**src/rtl/serial_arb_pkg.sv**
```systemverilog
// Shared types and defaults for the serial burst arbiter: FSM encoding,
// default sizing and the grant-index width helper.
package serial_arb_pkg;

    typedef enum logic [1:0] {
        ST_IDLE = 2'd0,
        ST_ARB  = 2'd1,
        ST_READ = 2'd2,
        ST_GAP  = 2'd3
    } state_t;

    localparam int DEF_NUM_CH     = 4;
    localparam int DEF_GAP_CYCLES = 8;
    localparam int DEF_MAX_BITS   = 1024;
    localparam int DEF_CNT_W      = 11;

    // Width needed to index 'value' items; never less than 1.
    function automatic int clog2(input int value);
        int w;
        w = 1;
        while ((32'd1 << w) < 32'(value)) begin
            w = w + 1;
        end
        return w;
    endfunction

endpackage

```
**src/rtl/serial_burst_arbiter_rr_picker.sv**
```systemverilog
// Combinational round-robin select: first requesting lane after rr_last,
// wrapping around; rr_last itself is considered last.
module rr_picker
    import serial_arb_pkg::*;
#(
    parameter int NUM_CH = DEF_NUM_CH,
    parameter int GW     = clog2(DEF_NUM_CH)
) (
    input  logic [NUM_CH-1:0] req,
    input  logic [GW-1:0]     rr_last,
    output logic [GW-1:0]     pick,
    output logic              found
);

    always_comb begin
        pick  = '0;
        found = 1'b0;
        for (int i = 1; i <= NUM_CH; i++) begin
            automatic logic [GW-1:0] idx = GW'((int'(rr_last) + i) % NUM_CH);
            if (!found && req[idx]) begin
                found = 1'b1;
                pick  = idx;
            end
        end
    end

endmodule

```
**src/rtl/serial_burst_arbiter.sv**
```systemverilog
// Round-robin scheduler sharing one serial output between NUM_CH lane FIFOs.
// Per grant: IDLE -> ARB -> READ (until almost-empty or bit cap) -> GAP.
module serial_burst_arbiter
    import serial_arb_pkg::*;
#(
    parameter int NUM_CH     = DEF_NUM_CH,
    parameter int GAP_CYCLES = DEF_GAP_CYCLES,
    parameter int MAX_BITS   = DEF_MAX_BITS,
    parameter int CNT_W      = DEF_CNT_W
) (
    input  logic              clk20m,
    input  logic              rst_n,
    input  logic              i_enable,
    input  logic [NUM_CH-1:0] i_burst_req,
    input  logic [NUM_CH-1:0] i_fifo_aempty,
    input  logic [NUM_CH-1:0] i_fifo_dout,
    output logic [NUM_CH-1:0] o_fifo_rd_en,
    output logic              o_data,
    output logic              o_data_valid,
    output logic [2:0]        o_grant_id,
    output logic              o_busy,
    output logic              o_cap_hit,
    output logic              o_empty_grant
);

    localparam int              GW       = clog2(NUM_CH);
    localparam logic [CNT_W-1:0] CAP     = CNT_W'(MAX_BITS);
    localparam logic [7:0]      GAP_LAST = 8'(GAP_CYCLES - 1);

    state_t           state;
    state_t           state_nxt;
    logic [GW-1:0]    grant;
    logic [GW-1:0]    rr_last;
    logic [GW-1:0]    grant_d1;
    logic [GW-1:0]    pick;
    logic             found;
    logic [CNT_W-1:0] bit_cnt;
    logic [7:0]       gap_cnt;
    logic             lane_aempty;
    logic             below_cap;
    logic             rd_go;
    logic             rd_d1;
    logic             take_grant;

    rr_picker #(
        .NUM_CH (NUM_CH),
        .GW     (GW)
    ) u_picker (
        .req     (i_burst_req),
        .rr_last (rr_last),
        .pick    (pick),
        .found   (found)
    );

    assign lane_aempty = i_fifo_aempty[grant];
    assign below_cap   = (bit_cnt < CAP);
    // Read strobe is gated by the live almost-empty flag so we never overshoot.
    assign rd_go       = (state == ST_READ) && !lane_aempty && below_cap;
    assign take_grant  = (state == ST_IDLE) && i_enable && found;
    assign o_busy      = (state != ST_IDLE);

    always_comb begin
        o_fifo_rd_en = '0;
        if (rd_go) begin
            o_fifo_rd_en[grant] = 1'b1;
        end
    end

    always_ff @(posedge clk20m or negedge rst_n) begin
        if (!rst_n) begin
            state <= ST_IDLE;
        end else begin
            state <= state_nxt;
        end
    end

    always_comb begin
        state_nxt = state;
        case (state)
            ST_IDLE: if (take_grant) state_nxt = ST_ARB;
            ST_ARB:  state_nxt = lane_aempty ? ST_GAP : ST_READ;
            ST_READ: if (!rd_go) state_nxt = ST_GAP;
            ST_GAP:  if (gap_cnt == GAP_LAST) state_nxt = ST_IDLE;
            default: state_nxt = ST_IDLE;
        endcase
    end

    always_ff @(posedge clk20m or negedge rst_n) begin
        if (!rst_n) begin
            grant      <= '0;
            rr_last    <= GW'(NUM_CH - 1);
            o_grant_id <= '0;
        end else if (take_grant) begin
            grant      <= pick;
            rr_last    <= pick;
            o_grant_id <= 3'(pick);
        end
    end

    always_ff @(posedge clk20m or negedge rst_n) begin
        if (!rst_n) begin
            bit_cnt <= '0;
            gap_cnt <= '0;
        end else begin
            if (state == ST_ARB) begin
                bit_cnt <= '0;
            end else if (rd_go) begin
                bit_cnt <= bit_cnt + 1'b1;
            end
            if (state == ST_GAP) begin
                gap_cnt <= (gap_cnt == GAP_LAST) ? 8'd0 : gap_cnt + 8'd1;
            end
        end
    end

    // Cap takes precedence over almost-empty when both end the same grant.
    always_ff @(posedge clk20m or negedge rst_n) begin
        if (!rst_n) begin
            o_empty_grant <= 1'b0;
            o_cap_hit     <= 1'b0;
        end else begin
            o_empty_grant <= (state == ST_ARB) && lane_aempty;
            o_cap_hit     <= (state == ST_READ) && !below_cap;
        end
    end

    // grant_d1 lets the final bits of a grant drain while the FSM sits in GAP.
    always_ff @(posedge clk20m or negedge rst_n) begin
        if (!rst_n) begin
            rd_d1        <= 1'b0;
            grant_d1     <= '0;
            o_data       <= 1'b0;
            o_data_valid <= 1'b0;
        end else begin
            rd_d1        <= rd_go;
            grant_d1     <= grant;
            o_data_valid <= rd_d1;
            o_data       <= rd_d1 ? i_fifo_dout[grant_d1] : 1'b0;
        end
    end

endmodule

```
**config.mk**
```make
export PLATFORM = sky130hd
export DESIGN_NAME = serial_burst_arbiter
export DESIGN_NICKNAME = d
export VERILOG_FILES = /design/src/rtl/serial_arb_pkg.sv /design/src/rtl/serial_burst_arbiter_rr_picker.sv /design/src/rtl/serial_burst_arbiter.sv
export SDC_FILE = /design/constraint.sdc
export NUM_CORES = 1
export LEC_CHECK = 0
export CORE_MARGIN = 5
export CORE_UTILIZATION = 30
export DETAILED_ROUTE_END_ITERATION = 12
export GPL_TIMING_DRIVEN = 0
export PLACE_DENSITY_LB_ADDON = 0.25
export SYNTH_ARGS = -nofsm -noshare
export SYNTH_HDL_FRONTEND = slang
export SYNTH_SLANG_ARGS = --single-unit
```
**constraint.sdc**
```tcl
create_clock -name clk20m -period 2.3 [get_ports clk20m]
set_input_delay 0.23 -clock clk20m [delete_from_list [all_inputs] [get_ports clk20m]]
set_output_delay 0.23 -clock clk20m [all_outputs]
set_load 0.03 [all_outputs]
```
### Word-level counts from Yosys, hierarchy flattened

Index checks and enable logic that the tools add are counted.

* add/subtract/negate cells: 6
* magnitude comparators: 8
* eq/ne operators: 7
* mux-type cells: 32
* reduce and logical (&&, ||, !) cells: 19

Operators by type and width (count)
* $mux 11: 2
* $lt 2x3->1 const B: 6
* $mux 2: 7
* $mux 1: 13
* $bmux 1 s2: 6
* $add 11x1->11 const B: 1
* $lt 11x11->1 const B: 1
* $logic_and 1x1->1: 10
* $add 8x1->8 const B: 1
* $eq 8x3->1 const B: 1
* $mux 8: 1
* $pmux 2 s4: 1
* $ne 2x2->1 const B: 3
* $logic_not 1->1: 5
* $add 2x1->2 const B: 2
* $add 2x2->2 const B: 2
* $eq 2x2->1 const B: 2
* $mux 4: 1
* $reduce_bool 2->1: 2
* $reduce_and 3->1: 1
* $demux 1 s2: 1
* $eq 2x1->1 const B: 1
* $ge 2x1->1 const B: 1
* $logic_not 2->1: 1

* flip-flop bits (word level): 32
* input port bits: 15
* output and inout bits: 12
* logic and storage cells: 83

### Logic depth before layout (Yosys ltp)

* depth after elaboration: 16
* gate-level depth with buffers: 7

### Hierarchy

From an unflattened synthesis, not the netlist that was laid out.

* cell total of the unflattened synthesis: 164
* area total of the unflattened synthesis: 1704.1 sq um

By module, submodules not included
* serial_burst_arbiter: instances 1, cells an instance 150, area each 1612.8 sq um, sequential area each 803.3 sq um
* rr_picker: instances 1, cells an instance 14, area each 91.3 sq um, sequential area each 0.0 sq um

### Worst setup path before layout

OpenSTA, ideal clock, no wires.

* path kind: reg-to-reg
* start: register o_grant_id[0] (netlist name)
* end: register bit_cnt[9]
* setup time: 0.128 ns
* arrival time: 2.023 ns
* setup slack: 0.150 ns
* cell stages (with the launch flop): 6
* buffers on the path: 1
* cell sequence: dfrtp_1 -> mux4_2 -> buf_2 -> nor3_2 -> nor3b_2 -> mux2_1

RTL lines
* to (signal assigned): line serial_burst_arbiter.sv:108 `bit_cnt <= bit_cnt + 1'b1;`
* to (decl): line serial_burst_arbiter.sv:37 `logic [CNT_W-1:0] bit_cnt;`

### Final worst setup path

* start: register state[0]
* end: output port o_fifo_rd_en[1]

* word-level cells in the longest chain between the ends: 4

Ends and longest elaborated chain
* from (decl): line serial_burst_arbiter.sv:30 `state_t state;`
* from (signal assigned): line serial_burst_arbiter.sv:73 `state <= state_nxt;`
* $eq 2x2->1: line serial_burst_arbiter.sv:58 `assign rd_go = (state == ST_READ) && !lane_aempty && below_cap;`
* $logic_and 1x1->1 (2 in a row): line serial_burst_arbiter.sv:58
* $mux 4: line serial_burst_arbiter.sv:64 `if (rd_go) begin`
* to (decl): line serial_burst_arbiter.sv:17 `output logic [NUM_CH-1:0] o_fifo_rd_en,`

No other way between the ends.

==> metrics.md <==
| Metric | Value |
|---|---|
| Peak Freq | 474.3 MHz |
| FF-to-FF End | bit_cnt[9]$_DFFE_PN0P_ |
| Crit path capture type | output port |
| Top area cells in the synthesized netlist | dfrtp_1 46%, xnor2_1 6.5%, ha_1 5.4% |
| Most frequent cell after synthesis | dfrtp_1 |
| Cell Rows | 26 |
| Antenna violations before repair | 0 |
| Die Area | 6999 um2 |
| Reg2reg start | o_grant_id[0]$_DFFE_PN0P_ |
| Crit-path cells | inv_1, ha_1, nand2b_2, nor4_2, clkdlybuf4s15_2 |
| CP startpoint kind | register |
| Vias per cell | 4.787 |
| Number of flops mapped to enable cells by yosys | 0 |
| Synthesized flop and latch total | 32 |
| Antenna Nets Post-Route | 0 |
| Core Box Area | 5205 um2 |
| Clock Power Share | 0.195 |
| Cell area after synthesis | 1628 um2 |
| Reg2reg path depth | 5 |
| FF+latch area | 804.5 um2 |
| Worst min-delay path class | in2async |
| Slew @ Worst Pin | 0.6997 ns |
| Register clock-pin slew on the reported worst setup and hold paths | 0.07 ns |
| Final setup fails | 0 |
| Ratio of cells with drive above 1 in the final layout | 0.1311 |
| Max Cap Viol | 0 |
| Starting Density | 0.3127 |
| Ys flop type | dfrtp_1 |
| Final min period | 2.108 ns |
| Port bufs | 25 |
| Clk_lat worst skew | 0.28 ns |
| H-tree levels | 2 |
| Synth unique cells | 40 |
| Avg WL per Cell | 13.09 um |
| Worst rel slew slack | 0.5335 |
| GRT busiest layer | met2 |
| Initial drt markers | 63 |
| Vias in the first global route | 1265 |
| DP HPWL | 2.524 mm |
| CP delay by family, top | buffers and inverters |
| Worst-case clock skew | 0.005634 ns |
| Fin Setup TNS | 0 ns |
| N_diodes | 0 |
| Comb pwr share | 0.404 |
| Top cell type's share of synthesized area | 0.4612 |
| DRC viols | 0 |
| Die extent in x | 83.66 um |
| Clock Tree Root | clkbuf_8 |
| I/O pins | 27 |
| P_sw | 851.4 uW |
| Failing checks | negative hold slack |
| Commonest cells in the netlist | 30 x dfrtp_1, 12 x xnor2_1, 11 x nor2_1, 10 x nand2_1, 9 x inv_1 |
| Synth area leader | dfrtp_1 |
| Placer congestion estimate | 0.7596 |
| Net Count, Synth | 173 |
| Vert. Die Dim | 83.66 um |
| Clock sink count | 32 |
| Largest net degree at the start of global routing | 33 |
| Pins Over Slew Limit | 0 |
| Seq/Total Area, Yosys | 0.4935 |
| Inserted Clock Buffers | 5 |
| All-Layer GR Usage | 0.1004 |
| GRT Residual Overflow | 0 |
| Status | finished with violations |
| Crit path required time | 2.07 ns |
| CP bufs+invs | 2 |
| CTS tree | yes |
| Area of the multi-input gates | 779.5 um2 |
| R2R setup slack | 0.23 ns |
| Worst-path fanout max | 10 |
| Critical path data arrival time | 1.88 ns |
| Fin nets | 204 |
| Post-Syn Instances | 151 |
| GR Util met3 | 0.02764 |
| Post-route cell area | 2057 um2 |
| Final Core Density | 0.3952 |
| WL final | 3.312 mm |
| CTS Buffer Depth | 2 |
| Placed Area | 1966 um2 |
| Met2 usage | 0.1562 |
| Slowest stage cell, crit path | dfrtp_1 |
| Pwr/cell area | 1081 nW/um2 |
| Synth Area per Inst | 10.78 um2 |
| Post-CTS setup buffer count | 0 |
| Area grow syn2layout | 26.36% |
| Worst VDD drop | 0.5416 mV |
| Hold slack | -0.005066 ns |
| Asr flop ratio synth | 1.000 |
| First-pass GRT wire length | 5.706 mm |
| Reg power frac | 0.401 |
| Int Power | 1373 uW |
| Layout fillers | 511 |
| Grt met1 use | 0.1252 |
| Post-CTS Hold Fix Bufs | 0 |
| Via count | 1211 |
| Slowest cell delay on critical path | 0.41 ns |
| YS warnings | 0 |
| RSZ-0062 raised after global routing | no |
| Crit Path Category | reg2out |
| Final period utilization | 0.9167 |
| Drt pass-1 iters | 4 |
| Final hold vios | 6 |
| Switching share of total power | 0.3828 |
| LEAKAGE | 0.0008857 uW |
## worst reg2reg max path, cell delays in order, from the launching register on
cell     delay [ns]
dfrtp_2        0.44
mux4_2         0.52
buf_2          0.22
nor3_2         0.25
nor3b_2        0.20
mux2_1         0.33
## per-layer routing
layer,vias up,share of wire
li1,590,-
met5,-,0
met4,0,0.013
met3,5,0.041
met1,583,0.47
met2,33,0.47
## registers in the layout, summed over array words and instances, names as in the netlist, 2 cells and up
register,flops
bit_cnt,11
gap_cnt,8
grant_d1,2
o_grant_id,2
rr_last,2
state,2
## per-stage QoR
stage,instances,setup WS [ns],power (uW)
2_1_floorplan,151,0.1496,1500
3_3_place_gp,246,-0.07263,1772
3_5_place_dp,246,-0.09222,1810
4_1_cts,254,0.03806,2257
5_1_grt,253,0.06635,2384
6_report,253,0.1916,2224
## power groups by stage
stage / logic, uW / clock network (uW) / registers [uW]
floorplan: 575 / 0 / 925
global placement: 882 / 0 / 890
detailed placement: 909 / 0 / 901
CTS: 914 / 449 / 894
global route: 996 / 472 / 917
finish: 898 / 434 / 892
## cell families (layout without fill, tap and decap cells)
| group | Yosys count | count (layout) | share of synthesized area |
|---|---|---|---|
| buffers and inverters | 13 | 45 | 0.03305 |
| and+or+nand+nor | 59 | 59 | 0.2129 |
| xor gates and xnor gates | 12 | 12 | 0.06457 |
| muxes | 7 | 7 | 0.06226 |
| other | 1 | 1 | 0.002304 |
| DFF | 32 | 32 | 0.4935 |
| AOI/OAI and AO/OA | 20 | 20 | 0.07764 |
| adders and majority gates | 7 | 7 | 0.05380 |
## area by class of cell
| class | instances | area share |
|---|---|---|
| Clock buffer | 8 | 0.04380 |
| Sequential cell | 32 | 0.3911 |
| Buffer | 3 | 0.007908 |
| Inverter | 9 | 0.01642 |
| Tap cell | 70 | 0.04258 |
| Multi-Input combinational cell | 106 | 0.3790 |
| Timing Repair Buffer | 25 | 0.1192 |
## cell usage in the layout, fill, tap and decap left out, types with 2 or more instances in the layout
| cell | n |
|---|---|
| nor2_1 | 11 |
| clkdlybuf4s50_1 | 20 |
| nand4_1 | 4 |
| mux2i_1 | 3 |
| or4_1 | 3 |
| nand2b_1 | 4 |
| mux4_2 | 2 |
| clkbuf_8 | 6 |
| nor4_1 | 4 |
| dfrtp_1 | 29 |
| and2_1 | 4 |
| ha_1 | 7 |
| dlygate4sd2_1 | 2 |
| o21ai_0 | 3 |
| nor3_1 | 3 |
| clkbuf_1 | 3 |
| inv_1 | 9 |
| and3_1 | 3 |
| nand3_1 | 4 |
| a21o_1 | 2 |
| clkdlybuf4s15_2 | 2 |
| buf_2 | 2 |
| dfstp_2 | 2 |
| nand2_1 | 10 |
| xnor2_1 | 12 |
| a21oi_1 | 8 |
## what timing repair did
| action | CTS | global route |
|---|---|---|
| endpoints found under the setup margin | 4 | 4 |
| pin swaps | 0 | 0 |
| resized for setup | 11 | 2 |
## how the worst max path moves through the flow
stage,start,end,slack [ns],cells past startpoint
final,state[0]$_DFFE_PN0P_,o_fifo_rd_en[1],0.19,5
after global routing,state[0]$_DFFE_PN0P_,o_fifo_rd_en[1],0.07,5
after CTS,state[0]$_DFFE_PN0P_,o_fifo_rd_en[1],0.04,6
after detailed placement,state[0]$_DFFE_PN0P_,o_fifo_rd_en[1],-0.09,6
after global placement,state[0]$_DFFE_PN0P_,o_fifo_rd_en[1],-0.07,6
after floorplan,o_grant_id[0]$_DFFE_PN0P_,bit_cnt[9]$_DFFE_PN0P_,0.15,5
No activity file was read; power rests on OpenSTA's default activity.
